**src/rtl/fetch_unit_pkg.sv**
```systemverilog
// fetch_unit_pkg: types and constants shared by the instruction fetch stage.
//   int32_t        - 32-bit machine word (addresses and instructions)
//   BUBBLE         - value driven on Inst/PC when no instruction is valid
//   fetch_state_e  - fetch FSM encoding (BOOT / RUN / REDIR)
//   fetch_entry_t  - {PC, Inst} pair held in the output queue
//   align_word()   - clears the byte-offset bits of an address
package fetch_unit_pkg;

    typedef logic [31:0] int32_t;

    localparam int32_t BUBBLE = 32'h0000_0000;

    typedef enum logic [1:0] {
        ST_BOOT  = 2'd0,
        ST_RUN   = 2'd1,
        ST_REDIR = 2'd2
    } fetch_state_e;

    typedef struct packed {
        int32_t pc;
        int32_t inst;
    } fetch_entry_t;

    localparam int ENTRY_W = $bits(fetch_entry_t);
    localparam int TAG_W   = $bits(int32_t);

    function automatic int32_t align_word(input int32_t a);
        return a & ~32'h0000_0003;
    endfunction

endpackage

```
**src/rtl/fetch_fifo.sv**
```systemverilog
// fetch_fifo: 2-entry synchronous FIFO with clear.
//   clk, reset      - clock, synchronous active-high reset
//   clear           - empties the FIFO on the next edge (wins over push/pop)
//   push, push_data - write one entry (ignored when full and not popping)
//   pop             - drop the head entry (ignored when empty)
//   head            - current head entry; only meaningful when count != 0
//   count           - number of valid entries, 0..2
module fetch_fifo #(
    parameter int W = 64
) (
    input  logic         clk,
    input  logic         reset,
    input  logic         clear,
    input  logic         push,
    input  logic [W-1:0] push_data,
    input  logic         pop,
    output logic [W-1:0] head,
    output logic [1:0]   count
);

    logic [W-1:0] mem [2];
    logic         wr_ptr;
    logic         rd_ptr;
    logic         do_push;
    logic         do_pop;

    assign do_pop  = pop && (count != 2'd0);
    // A pop in the same cycle frees the slot a full FIFO needs for the push.
    assign do_push = push && ((count != 2'd2) || do_pop);
    assign head    = mem[rd_ptr];

    always_ff @(posedge clk) begin
        if (reset || clear) begin
            wr_ptr <= 1'b0;
            rd_ptr <= 1'b0;
            count  <= 2'd0;
        end else begin
            if (do_push) wr_ptr <= ~wr_ptr;
            if (do_pop)  rd_ptr <= ~rd_ptr;
            case ({do_push, do_pop})
                2'b10:   count <= count + 2'd1;
                2'b01:   count <= count - 2'd1;
                default: ;
            endcase
        end
    end

    // Storage needs no reset; validity is carried by count.
    always_ff @(posedge clk) begin
        if (do_push) mem[wr_ptr] <= push_data;
    end

    a_no_overflow:  assert property (@(posedge clk) disable iff (reset || clear) !(push && !do_push));
    a_no_underflow: assert property (@(posedge clk) disable iff (reset || clear) !(pop && !do_pop));
    a_count_range:  assert property (@(posedge clk) disable iff (reset) count <= 2'd2);

endmodule

```
**src/rtl/fetch_unit.sv**
```systemverilog
// fetch_unit: instruction fetch stage, producer side of the IF/ID register.
// Generates the PC stream, issues word requests to instruction memory, keeps
// the PC of every in-flight request in a tag queue, and buffers returned
// words in a 2-entry output queue whose head drives {Inst, PC}.
//   clk, reset                    - clock, synchronous active-high reset
//   b_taken/b_target, jmp/j_target - redirects (branch wins over jump)
//   stall                         - decode cannot accept; hold Inst/PC
//   imem_req/imem_addr/imem_ready - request channel (handshake on req&&ready)
//   imem_rvalid/imem_rdata        - in-order response channel
//   Inst/PC/inst_valid            - output to IF/ID, all-zero when empty
module fetch_unit
    import fetch_unit_pkg::*;
#(
    parameter int32_t RESET_PC = 32'h0000_0000,
    parameter int     MAX_OUT  = 2
) (
    input  logic   clk,
    input  logic   reset,
    input  logic   b_taken,
    input  int32_t b_target,
    input  logic   jmp,
    input  int32_t j_target,
    input  logic   stall,
    output logic   imem_req,
    output int32_t imem_addr,
    input  logic   imem_ready,
    input  logic   imem_rvalid,
    input  int32_t imem_rdata,
    output int32_t Inst,
    output int32_t PC,
    output logic   inst_valid
);

    fetch_state_e state_q;
    fetch_state_e state_d;
    int32_t       pc_q;
    logic [1:0]   drop_cnt;
    logic [1:0]   outstanding;
    logic [1:0]   fifo_count;
    logic [2:0]   occupancy;
    logic         redirect;
    int32_t       redir_target;
    logic         fire;
    logic         resp;
    logic         resp_keep;
    logic         out_pop;
    int32_t       tag_head;
    fetch_entry_t head_entry;

    // Branch is the older instruction, so it wins over a simultaneous jump.
    assign redirect     = b_taken | jmp;
    assign redir_target = align_word(b_taken ? b_target : j_target);

    assign inst_valid = (fifo_count != 2'd0);
    assign out_pop    = inst_valid && !stall && !redirect;

    // A response with no tag in flight belongs to a request issued before
    // reset; it is ignored.
    assign resp      = imem_rvalid && (outstanding != 2'd0);
    assign resp_keep = resp && (drop_cnt == 2'd0) && !redirect;

    // The word leaving the output queue this cycle frees its slot, which is
    // what sustains one instruction per cycle with a 1-cycle memory.
    assign occupancy = {1'b0, outstanding} + {1'b0, fifo_count} - {2'b00, out_pop};

    assign fire      = imem_req && imem_ready;
    assign imem_addr = pc_q;

    always_ff @(posedge clk) begin
        if (reset) state_q <= ST_BOOT;
        else       state_q <= state_d;
    end

    always_comb begin
        state_d  = state_q;
        imem_req = 1'b0;
        case (state_q)
            ST_BOOT:  state_d  = ST_RUN;
            ST_RUN:   imem_req = !redirect && (occupancy < 3'(MAX_OUT));
            ST_REDIR: state_d  = ST_RUN;
            default:  state_d  = ST_BOOT;
        endcase
        if (redirect) state_d = ST_REDIR;
    end

    always_ff @(posedge clk) begin
        if (reset)         pc_q <= RESET_PC;
        else if (redirect) pc_q <= redir_target;
        else if (fire)     pc_q <= pc_q + 32'd4;
    end

    // Everything still in flight at a redirect is wrong-path. No request is
    // issued in a redirect cycle, so what remains after this edge is the tag
    // count minus any response returning now (which is dropped as well).
    always_ff @(posedge clk) begin
        if (reset)
            drop_cnt <= 2'd0;
        else if (redirect)
            drop_cnt <= outstanding - {1'b0, resp};
        else if (resp && (drop_cnt != 2'd0))
            drop_cnt <= drop_cnt - 2'd1;
    end

    // PC of each request in flight; never cleared, drains as responses return.
    fetch_fifo #(.W(TAG_W)) u_tag_q (
        .clk       (clk),
        .reset     (reset),
        .clear     (1'b0),
        .push      (fire),
        .push_data (pc_q),
        .pop       (resp),
        .head      (tag_head),
        .count     (outstanding)
    );

    fetch_fifo #(.W(ENTRY_W)) u_out_q (
        .clk       (clk),
        .reset     (reset),
        .clear     (redirect),
        .push      (resp_keep),
        .push_data ({tag_head, imem_rdata}),
        .pop       (out_pop),
        .head      (head_entry),
        .count     (fifo_count)
    );

    assign Inst = inst_valid ? head_entry.inst : BUBBLE;
    assign PC   = inst_valid ? head_entry.pc   : BUBBLE;

    a_drop_range: assert property (@(posedge clk) disable iff (reset) drop_cnt <= outstanding);
    a_occ_range:  assert property (@(posedge clk) disable iff (reset)
                                   ({1'b0, outstanding} + {1'b0, fifo_count}) <= 3'(MAX_OUT));

endmodule

```
**config.mk**
```make
export PLATFORM = sky130hd
export DESIGN_NAME = fetch_unit
export DESIGN_NICKNAME = d
export VERILOG_FILES = /design/src/rtl/fetch_unit_pkg.sv /design/src/rtl/fetch_fifo.sv /design/src/rtl/fetch_unit.sv
export SDC_FILE = /design/constraint.sdc
export NUM_CORES = 1
export LEC_CHECK = 0
export BUFFER_PORTS_ARGS = -buffer_cell sky130_fd_sc_hd__buf_2
export CORE_AREA = 5 5 239 148
export CTS_CLUSTER_SIZE = 24
export DETAILED_ROUTE_END_ITERATION = 7
export DIE_AREA = 0 0 244 153
export GPL_ROUTABILITY_DRIVEN = 0
export MAX_ROUTING_LAYER = met4
export PLACE_DENSITY = 0.55
export SYNTH_ARGS = -nofsm -noshare
export SYNTH_HDL_FRONTEND = slang
export SYNTH_SLANG_ARGS = --single-unit
```
**constraint.sdc**
```tcl
create_clock -name clk -period 6.64 [get_ports clk]
set_input_delay 0.664 -clock clk [delete_from_list [all_inputs] [get_ports clk]]
set_output_delay 0.664 -clock clk [all_outputs]
set_load 0.01 [all_outputs]
```
==> impl_metrics.csv, run 1 <==
group,metric,value,unit
status,outcome,"complete, no violations",
timing,period_share,67.9,%
clock_tree,post-cts-setup-buffers,0,
timing,rsz0062_at_grt,"no",
floorplanning,die_w,244,um
pwr,power.internal,2.42,mW
clock_tree,cts-root-to-sink-buffers,3,
global_routing,grt_pass1_wl,40800,um
timing,setup_tns,0,ns
global_routing,gr-usage-all-layers,14.6,%
clock_tree,cts-hold-fix-buffers,0,
floorplanning,initial_core_util,29.4,%
drt,wire_per_inst,19.7,um
drt,antenna_left,0,
drt,drt-pass1-iter-count,5,
logic_synthesis,ys_seq_elements,228,
pwr,switching_power,0.661,mW
clock_tree,cts_root_buffer,"clkbuf_16",
pwr,p_per_area,257,mW/mm^2
clock_tree,clk_pin_slew_worst_paths,0.06,ns
logic_synthesis,synth_cell_types,62,
place,dpl.hpwl,18800,um
logic_synthesis,synthCells,748,
drt,finalWirelength,27400,um
drt,via_count,6633,
clock_tree,h-tree-depth,1,
global_routing,antenna_found_initial,4,
timing,hold_ws,0.330,ns
pwr,power_frac_comb,4.6,%
logic_synthesis,synth_area_leaders,"edfxtp_1 57%, dfxtp_1 9.1%, mux2i_1 6.7%",
drt,drc_errors,0,
floorplanning,rows,52,
flow_run,max_cap_violations,0,
worst_setup_path,cp_data_required_time,6.83,ns
timing,fmax,222,MHz
logic_synthesis,avgSynthCellArea,13.0,um^2
logic_synthesis,synth_largest_area_cell,"edfxtp_1",
timing,setup_violations,0,
clock_tree,cts_buffers,24,
logic_synthesis,ys.warnings.count,0,
logic_synthesis,synth_edf_count,184,
logic_synthesis,synth.top_cell.area_share,56.8,%
drt,routed_via_density,4.79,
timing,relSlewSlack,41.6,%
drt,initialDrtViolationCount,589,
pwr,p_clk_share,44.0,%
worst_hold_path,hold_start,"imem_rdata[16]",
worst_setup_path,startpoint,"jmp",
clock_tree,cts_tree,"built",
global_routing,first_global_vias,6397,
worst_setup_path,rr_startpoint,"u_out_q.count[0]$_SDFFE_PP0P_",
place,io_buffers,192,
pwr,vdd_drop_max,0.000171,V
logic_synthesis,syn_area,0.00973,mm^2
layout,synthToLayoutAreaGrowth,23.1,%
layout,finalNetCount,1044,
clock_tree,clock_latency,0.52,ns
logic_synthesis,synthArstFlopShare,0,%
pwr,power_leakage,4.36,nW
worst_setup_path,worstPathArrival,4.70,ns
timing,hold_viol_final,0,
logic_synthesis,yosysMostFrequentCell,"edfxtp_1",
pwr,swShare,21.4,%
floorplanning,dieArea,0.0373,mm^2
layout,stdcell_count,1386,
layout,multi_input_area,0.00310,mm^2
logic_synthesis,yosysSeqAreaShare,65.8,%
layout,seq_area,0.00641,mm^2
logic_synthesis,synth_flop_cell,"edfxtp_1",
floorplanning,core,0.0331,mm^2
clock_tree,ctsResizeCount,0,
worst_setup_path,path_max_fanout,34,
worst_setup_path,startpoint_type,"input port",
clock_tree,numClockSinks,228,
layout,nFillCells,3215,
timing,drv_slew,0,
timing,tightest_slew,0.873,ns
pwr,pwr-share-seq,51.5,%
place,placed_cells,1341,
floorplanning,die_h,153,um
logic_synthesis,synthTopCellsByCount,"184 x edfxtp_1, 100 x nor2_1, 65 x mux2i_1, 44 x dfxtp_1, 42 x nand2_1",
layout,drive_gt1_share,29.9,%
worst_setup_path,crit_type,"in -> reg",
timing,skew,0.0127,ns
worst_hold_path,hold_path_class,"in -> reg",
global_routing,grt_max_degree,64,
global_routing,overflow,0,
worst_setup_path,endpoint_kind,"flip-flop",
floorplanning,io_pins,201,
timing,min_period,4.51,ns
flip-flops by register name, indices dropped and copies added (netlist names), 2 cells and up, named ones only:
name / count
state_q: 2
imem_addr: 30
u_out_q.count: 2
drop_cnt: 2
u_tag_q.mem: 60
u_tag_q.count: 2
u_out_q.mem: 124
metal layers:
layer,up-vias,routed length [um],global-route usage [%],part of all wire (%)
li1,3167,-,-,-
met1,3212,13000,20.6,47
met2,221,12100,21.7,44
met3,33,1960,3.73,7.2
met4,0,357,2.31,1.3
met5,-,0,-,0
final cells by class:
type | count | share of cell area (%)
Clock buffer | 33 | 5.81
Tap cell | 432 | 4.51
Timing Repair Buffer | 205 | 8.83
Inverter | 20 | 0.627
Antenna cell | 1 | 0.0209
Clock inverter | 11 | 0.867
Multi-Input combinational cell | 456 | 25.8
Sequential cell | 228 | 53.5
cell families after synthesis:
kind of cell	count (synthesis)	synth area share, %
XOR/XNOR	21	1.89
flip-flops	228	65.8
AND/OR/NAND/NOR	223	11.1
adder cells (fa/ha/maj)	6	0.849
AO/OA/AOI/OAI	107	7.34
multiplexers	95	10.2
buffers and inverters	67	2.75
other	1	0.0385
path summary, 6_finish.rpt:
kind	depth (start not counted)	slack, ns	to
setup / recovery	11	2.13	u_tag_q.mem[1][31]$_DFFE_PP_
hold / removal	1	0.33	u_out_q.mem[0][16]$_DFFE_PP_
setup reg to reg	10	2.70	u_tag_q.mem[1][31]$_DFFE_PP_
hold reg to reg	1	0.46	state_q[0]$_SDFFE_PP0P_
power groups by stage:
| stage | combinational (mW) | clock (mW) | sequential, mW |
|---|---|---|---|
| floorplan | 0.0655 | 0 | 1.61 |
| global placement | 0.139 | 0 | 1.62 |
| detailed placement | 0.141 | 0 | 1.62 |
| CTS | 0.142 | 1.39 | 1.59 |
| global route | 0.155 | 1.46 | 1.59 |
| finish | 0.141 | 1.36 | 1.59 |
critical path: stages:
cell	delay (ns)
buf_2	0.34
or2_1	0.53
nor3_1	0.43
ha_1	0.31
nand2b_1	0.16
fa_1	0.39
xor2_1	0.48
nand3_1	0.59
nor2_1	0.32
and2_1	0.18
buf_4	0.28
layout by cell type (no fill, tap or decap), types with 4 or more instances in the layout:
master,instances
nand3_1,16
clkinv_2,4
clkbuf_16,25
o22ai_1,5
buf_2,192
mux2_2,30
xnor2_1,18
edfxtp_1,184
nand4_1,12
clkinv_1,4
clkbuf_1,4
nor3_1,8
a21oi_1,36
a31oi_1,6
dfxtp_1,43
and3b_1,4
a211oi_1,8
inv_1,20
nor2_1,97
conb_1,4
mux2i_1,65
and3_1,9
nand2_1,42
nor2b_1,4
ha_1,5
buf_4,13
o21ai_0,8
nor4_1,4
o211ai_1,4
o21ai_1,6
clkbuf_8,4
o21a_1,6
per-stage QoR:
| stage | setup slack, ns | area (um^2) | utilization (%) | total power, mW |
|---|---|---|---|---|
| 3_3_place_gp | 1.70 | 11200 | 33.8 | 1.76 |
| 5_1_grt | 1.98 | 12000 | 36.3 | 3.20 |
| 2_1_floorplan | 1.17 | 9740 | - | 1.68 |
| 3_5_place_dp | 1.68 | 11200 | 33.8 | 1.76 |
| 4_1_cts | 2.21 | 12000 | 36.2 | 3.12 |
| 6_report | 2.13 | 12000 | 36.3 | 3.08 |
Power figures use the tool's default switching activity.
==> run 2: changes to the inputs <==
==> constraint.sdc (replaced) <==
create_clock -name clk -period 4.7 [get_ports clk]
set_input_delay 0.47 -clock clk [delete_from_list [all_inputs] [get_ports clk]]
set_output_delay 0.47 -clock clk [all_outputs]
set_load 0.01 [all_outputs]
==> run 2 against run 1 <==
  * Global-route usage decreased by 0.10 points
  * First-iteration DRC count decreased by 31%
  * Non-clock buffer count up 1
  * Combinational power grew 43%
  * Sequential power is 41% higher
  * Cell count is essentially flat
  * Via count increased by 0.41%
  * Sequential share of layout area about the same
  * Worst setup slack worse by 1.2 ns
  * Critical path type unchanged
  * Critical endpoint is now u_tag_q.mem[0][19]$_DFFE_PP_
==> impl_metrics.csv, run 2 (synthesis results as in run 1) <==
group,metric,value,unit
floorplanning,die_w,244,um
worst_setup_path,path_max_fanout,30,
timing,worst_slack,0.962,ns
worst_setup_path,crit_type,"in -> reg",
timing,period_share,79.5,%
drt,drc_errors,0,
worst_hold_path,min_to,"u_out_q.mem[0][17]$_DFFE_PP_",
status,outcome,"complete, no violations",
clock_tree,numClockSinks,228,
pwr,power,4.26,mW
worst_setup_path,r2r_setup_slack,0.97,ns
worst_setup_path,endpoint_kind,"flip-flop",
drt,routed_via_density,4.80,
clock_tree,ctsResizeCount,0,
clock_tree,cts-hold-fix-buffers,0,
clock_tree,cts-root-to-sink-buffers,3,
timing,relSlewSlack,33.0,%
global_routing,antenna_found_initial,3,
global_routing,first_global_vias,6465,
layout,nFillCells,3262,
floorplanning,rows,52,
pwr,power_leakage,4.34,nW
layout,layout_common_cells,"192 x buf_2, 184 x edfxtp_1, 97 x nor2_1",
timing,fmax,268,MHz
drt,antenna_left,0,
clock_tree,h-tree-depth,1,
worst_setup_path,worstPathArrival,3.89,ns
clock_tree,post-cts-setup-buffers,0,
timing,skew,0.0114,ns
global_routing,grt_max_degree,64,
timing,setup_violations,0,
floorplanning,dieArea,0.0373,mm^2
floorplanning,core,0.0331,mm^2
global_routing,gr-usage-all-layers,14.5,%
layout,synthToLayoutAreaGrowth,23.1,%
timing,setup_tns,0,ns
global_routing,overflow,0,
worst_setup_path,rr_worst_depth,9,
floorplanning,die_h,153,um
timing,drv_slew,0,
flow_run,max_cap_violations,0,
clock_tree,cts_root_buffer,"clkbuf_16",
clock_tree,clk_pin_slew_worst_paths,0.06,ns
drt,finalWirelength,27200,um
timing,rsz0062_at_grt,"no",
layout,final_common_cell,"buf_2",
pwr,p_per_area,356,mW/mm^2
drt,via_count,6660,
worst_hold_path,hold_depth,1,
drt,wire_per_inst,19.6,um
clock_tree,clock_latency,0.52,ns
clock_tree,cts_tree,"built",
drt,initialDrtViolationCount,408,
worst_setup_path,rr_startpoint,"u_out_q.count[1]$_SDFFE_PP0P_",
worst_hold_path,hold_start,"imem_rdata[17]",
place,pre_cts_slack,0.503,ns
timing,min_period,3.74,ns
layout,finalNetCount,1045,
layout,seq_area,0.00641,mm^2
worst_setup_path,startpoint_type,"input port",
layout,drive_gt1_share,29.5,%
layout,multi_input_area,0.00310,mm^2
floorplanning,initial_core_util,29.4,%
worst_setup_path,r2r-end,"u_tag_q.mem[0][19]$_DFFE_PP_",
layout,largest_reg_flops,124,
place,dpl.hpwl,18900,um
layout,top_register,"u_out_q.mem",
pwr,vdd_drop_max,0.000237,V
clock_tree,cts_buffers,24,
timing,tightest_slew,1.01,ns
worst_hold_path,hold_path_class,"in -> reg",
global_routing,grt_pass1_wl,40400,um
place,io_buffers,192,
worst_setup_path,cp_data_required_time,4.85,ns
timing,hold_viol_final,0,
drt,drt-pass1-iter-count,6,
layout,fin_util,36.2,%
floorplanning,io_pins,201,
-- run 2: routing by layer --
metal / vias to the layer above / global-route usage [%] / routed length, um
met4: 0 / 3.22 / 636
met5: - / - / 0
li1: 3165 / - / -
met2: 199 / 20.7 / 11700
met1: 3258 / 20.3 / 12900
met3: 38 / 4.52 / 1930
-- run 2: worst max-delay path by stage --
stage	start	end	slack, ns	cells after the start
floorplan	b_taken	u_tag_q.mem[0][10]$_DFFE_PP_	0.35	10
global placement	b_taken	u_tag_q.mem[0][17]$_DFFE_PP_	0.52	10
detailed placement	b_taken	u_tag_q.mem[0][14]$_DFFE_PP_	0.50	10
CTS	u_out_q.count[0]$_SDFFE_PP0P_	u_tag_q.mem[0][17]$_DFFE_PP_	1.04	9
global route	b_taken	imem_addr[6]$_SDFFE_PP0P_	0.76	11
finish	b_taken	u_tag_q.mem[0][19]$_DFFE_PP_	0.96	10
-- run 2: area by class of cell --
type | instances | share of cell area [%]
Sequential cell | 228 | 53.5
Multi-Input combinational cell | 456 | 25.9
Timing Repair Buffer | 206 | 9.11
Clock buffer | 37 | 5.85
Tap cell | 432 | 4.51
Inverter | 20 | 0.627
Clock inverter | 5 | 0.397
Antenna cell | 3 | 0.0627
-- run 2: stage by stage --
| step | instances | hold WS (ns) | instance area (um^2) |
|---|---|---|---|
| 2_1_floorplan | 751 | 0.416 | 9750 |
| 3_3_place_gp | 1342 | 0.430 | 11200 |
| 3_5_place_dp | 1342 | 0.450 | 11200 |
| 4_1_cts | 1384 | 0.106 | 12000 |
| 5_1_grt | 1387 | 0.107 | 12000 |
| 6_report | 1387 | 0.137 | 12000 |
-- run 2: critical path, cell delays in order --
cell and delay (ns):
buf_2 0.10, or2_1 0.41, nor3_1 0.43, ha_1 0.32, nand2b_1 0.15, fa_1 0.38, xor2_1 0.54, nand3_1 0.38
nor3_4 0.23, buf_4 0.42
-- run 2: where the power goes --
| part | internal, mW | total, mW | switching (mW) |
|---|---|---|---|
| Clock | 1.07 | 1.82 | 0.746 |
| Sequential | 2.19 | 2.24 | 0.0485 |
| Combinational | 0.0856 | 0.201 | 0.115 |
==> run 3: changes to the inputs <==
--- a/config.mk
+++ b/config.mk
@@ -5,14 +5,15 @@
 export SDC_FILE = /design/constraint.sdc
 export NUM_CORES = 1
 export LEC_CHECK = 0
+export ABC_AREA = 1
 export BUFFER_PORTS_ARGS = -buffer_cell sky130_fd_sc_hd__buf_2
-export CORE_AREA = 5 5 239 148
+export CORE_AREA = 5 5 242 150
 export CTS_CLUSTER_SIZE = 24
 export DETAILED_ROUTE_END_ITERATION = 7
-export DIE_AREA = 0 0 244 153
+export DIE_AREA = 0 0 247 155
 export GPL_ROUTABILITY_DRIVEN = 0
 export MAX_ROUTING_LAYER = met4
-export PLACE_DENSITY = 0.55
+export PLACE_DENSITY = 0.54
 export SYNTH_ARGS = -nofsm -noshare
 export SYNTH_HDL_FRONTEND = slang
 export SYNTH_SLANG_ARGS = --single-unit
==> constraint.sdc (replaced) <==
create_clock -name clk -period 3.5 [get_ports clk]
set_input_delay 0.35 -clock clk [delete_from_list [all_inputs] [get_ports clk]]
set_output_delay 0.35 -clock clk [all_outputs]
set_load 0.01 [all_outputs]
==> run 3 against run 2 <==
  * Count of clock-buffer cells in the layout shrank 4
  * Clock power grew 41%
  * Highest routed layer unchanged
  * First-iteration DRC count grew 41%
  * Combinational power grew to 3.2 times the previous value
  * Critical path type is now reg -> reg
  * Sequential power grew 41%
  * Cell count grew 22%
  * Largest power group unchanged
  * Register-to-register slack lost 0.58 ns
  * Synthesized area grew 2.8%
  * Wire length grew 5.2%
  * Hold slack lost 0.11 ns
  * Sequential share of layout area shrank 2.4 points
  * Clock skew shrank 0.0049 ns
==> impl_metrics.csv, run 3 <==
group,metric,value,unit
clock_tree,clock_latency,0.52,ns
global_routing,antenna_found_initial,0,
layout,synthToLayoutAreaGrowth,25.2,%
timing,skew,0.00651,ns
timing,fmax,322,MHz
drt,routed_via_density,4.50,
logic_synthesis,ys_seq_elements,228,
drt,finalWirelength,28600,um
logic_synthesis,synth_edf_count,184,
logic_synthesis,synthArstFlopShare,0,%
place,pre_cts_slack,0.358,ns
logic_synthesis,synthTopCellsByCount,"261 x nand2_1, 184 x edfxtp_1, 140 x nor2_1, 128 x a21oi_1, 44 x dfxtp_1",
worst_setup_path,rr_startpoint,"u_out_q.count[1]$_SDFFE_PP0P_",
worst_hold_path,hold_depth,1,
pwr,p_per_area,508,mW/mm^2
logic_synthesis,synth.top_cell.area_share,55.2,%
worst_setup_path,endpoint_kind,"flip-flop",
timing,period_share,88.8,%
logic_synthesis,synth_xor_area_share,1.05,%
floorplanning,die_h,155,um
clock_tree,cts-root-to-sink-buffers,3,
worst_setup_path,rr_worst_depth,14,
drt,initialDrtViolationCount,575,
worst_setup_path,cp_data_required_time,3.69,ns
layout,antenna_cells,0,
drt,drc_errors,0,
logic_synthesis,synthCells,991,
drt,via_count,7593,
clock_tree,numClockSinks,228,
logic_synthesis,syn_area,0.0100,mm^2
place,io_buffers,192,
global_routing,grt_pass1_wl,43700,um
drt,drt-pass1-iter-count,5,
worst_setup_path,cpMostUsedCell,"inv_1",
layout,drive_gt1_share,23.9,%
layout,layout_common_cells,"261 x nand2_1, 192 x buf_2, 184 x edfxtp_1",
layout,top_register,"u_out_q.mem",
logic_synthesis,synthSimpleGateAreaFrac,17.5,%
floorplanning,initial_core_util,29.3,%
pwr,power_leakage,4.89,nW
drt,antenna_left,0,
layout,largest_reg_flops,124,
logic_synthesis,ys.warnings.count,0,
clock_tree,post-cts-setup-buffers,0,
logic_synthesis,synth_compound_area_share,9.14,%
place,placed_cells,1621,
timing,setup_tns,0,ns
worst_setup_path,startpoint_type,"flip-flop",
global_routing,first_global_vias,7515,
worst_setup_path,cpPeakStageDelay,0.49,ns
status,outcome,"complete, no violations",
logic_synthesis,yosysMostFrequentCell,"nand2_1",
timing,tightest_slew,1.03,ns
layout,final_common_cell,"nand2_1",
worst_hold_path,hold_path_class,"in -> reg",
timing,hold_viol_final,0,
clock_tree,h-tree-depth,1,
global_routing,overflow,0,
layout,finalNetCount,1312,
logic_synthesis,synth_top_family_by_area,"simple AND/OR/NAND/NOR gates",
worst_hold_path,hold_start,"imem_rdata[1]",
logic_synthesis,synth_largest_area_cell,"edfxtp_1",
logic_synthesis,synth_flop_cell,"edfxtp_1",
layout,design_area,0.0125,mm^2
timing,relSlewSlack,31.4,%
timing,setup_violations,0,
global_routing,grt_max_degree,64,
clock_tree,clk_pin_slew_worst_paths,0.06,ns
logic_synthesis,yosysSeqAreaShare,64.0,%
logic_synthesis,yosys.area_share.adder,0.825,%
worst_setup_path,crit_type,"reg -> reg",
floorplanning,core,0.0342,mm^2
pwr,vdd_drop_max,0.000315,V
worst_setup_path,r2r-end,"u_tag_q.mem[0][15]$_DFFE_PP_",
worst_setup_path,path_max_fanout,18,
logic_synthesis,avgSynthCellArea,10.1,um^2
clock_tree,cts_root_buffer,"clkbuf_16",
logic_synthesis,synthMuxAreaShare,3.38,%
global_routing,gr-usage-all-layers,15.0,%
clock_tree,cts_buffers,24,
timing,worst_slack,0.391,ns
timing,drv_slew,0,
timing,rsz0062_at_grt,"no",
drt,wire_per_inst,16.9,um
timing,min_period,3.11,ns
floorplanning,dieArea,0.0383,mm^2
clock_tree,cts_tree,"built",
worst_setup_path,worstPathArrival,3.30,ns
flow_run,max_cap_violations,0,
worst_setup_path,crit_chain,"nor2_4 > nor2_1 > nand2_2 > inv_1 > ha_1 > or2_2 > fa_1 > nand3_1 > inv_1 > nand3_2 > inv_1 > nand2_1 > nor2_2 > buf_4",
worst_hold_path,min_to,"u_out_q.mem[1][1]$_DFFE_PP_",
layout,stdcell_count,1688,
floorplanning,die_w,247,um
floorplanning,rows,53,
worst_setup_path,cp_slowest_cell,"fa_1",
place,place_area,0.0115,mm^2
worst_setup_path,r2r_setup_slack,0.39,ns
logic_synthesis,synth_cell_types,36,
logic_synthesis,synth_area_leaders,"edfxtp_1 55%, nand2_1 9.8%, dfxtp_1 8.8%",
floorplanning,io_pins,201,
place,dpl.hpwl,18600,um
[run 3: through the flow]
| stage | total power [mW] | hold slack [ns] | utilization (%) |
|---|---|---|---|
| 5_1_grt | 6.65 | 0.00587 | 36.7 |
| 6_report | 6.36 | 0.0301 | 36.7 |
| 3_3_place_gp | 3.83 | 0.423 | 33.7 |
| 4_1_cts | 6.44 | 0.000487 | 36.7 |
| 3_5_place_dp | 3.83 | 0.421 | 33.7 |
| 2_1_floorplan | 3.58 | 0.408 | - |
[run 3: cell type report]
| class | instances | area [um^2] |
|---|---|---|
| Clock inverter | 11 | 120 |
| Tap cell | 467 | 584 |
| Timing Repair Buffer | 231 | 1350 |
| Fill cell | 3408 | 21600 |
| Clock buffer | 33 | 676 |
| Multi-Input combinational cell | 674 | 3230 |
| Inverter | 44 | 165 |
| Sequential cell | 228 | 6410 |
[run 3: critical path: cells and delay by family, from the launching register on]
kind / cells / cell delay (ns)
flops: 1 / 0.42
fa+ha+maj: 2 / 0.72
simple gates: 8 / 1.05
buf+inv: 4 / 0.58
[run 3: routing by layer]
metal	track usage [%]	vias up	wire length, um
met5	-	-	0
met4	2.52	0	448
met3	2.76	33	1730
met2	22.3	209	12200
met1	21.9	3567	14200
li1	-	3784	-
[run 3: cells by family (layout without fill, tap and decap cells)]
kind of cell / count (synthesis) / after routing
adder cells (fa/ha/maj): 6 / 6
buffers and inverters: 92 / 319
other: 1 / 4
XOR/XNOR: 12 / 12
AO/OA/AOI/OAI: 181 / 181
multiplexers: 30 / 30
flip-flops: 228 / 228
AND/OR/NAND/NOR: 441 / 441
[run 3: what timing repair did]
item / in CTS / in global routing
hold endpoints to repair: 46 / 0
hold buffers: 23 / 0
resized for setup: 0 / 0
setup endpoints to repair: 0 / 0
[run 3: how the worst max path moves through the flow]
stage,from,to,slack [ns],depth (start not counted)
after floorplan,u_out_q.count[0]$_SDFFE_PP0P_,u_tag_q.mem[0][10]$_DFFE_PP_,-0.57,13
after global placement,jmp,u_tag_q.mem[0][13]$_DFFE_PP_,0.39,14
after detailed placement,jmp,u_tag_q.mem[0][13]$_DFFE_PP_,0.36,14
after CTS,u_out_q.count[1]$_SDFFE_PP0P_,imem_req,0.35,10
after global routing,u_out_q.count[1]$_SDFFE_PP0P_,u_tag_q.mem[0][15]$_DFFE_PP_,0.14,14
final,u_out_q.count[1]$_SDFFE_PP0P_,u_tag_q.mem[0][15]$_DFFE_PP_,0.39,14
[run 3: where the power goes]
| part | switching, mW | internal (mW) |
|---|---|---|
| Sequential | 0.110 | 3.04 |
| Combinational | 0.371 | 0.269 |
| Clock | 1.06 | 1.51 |
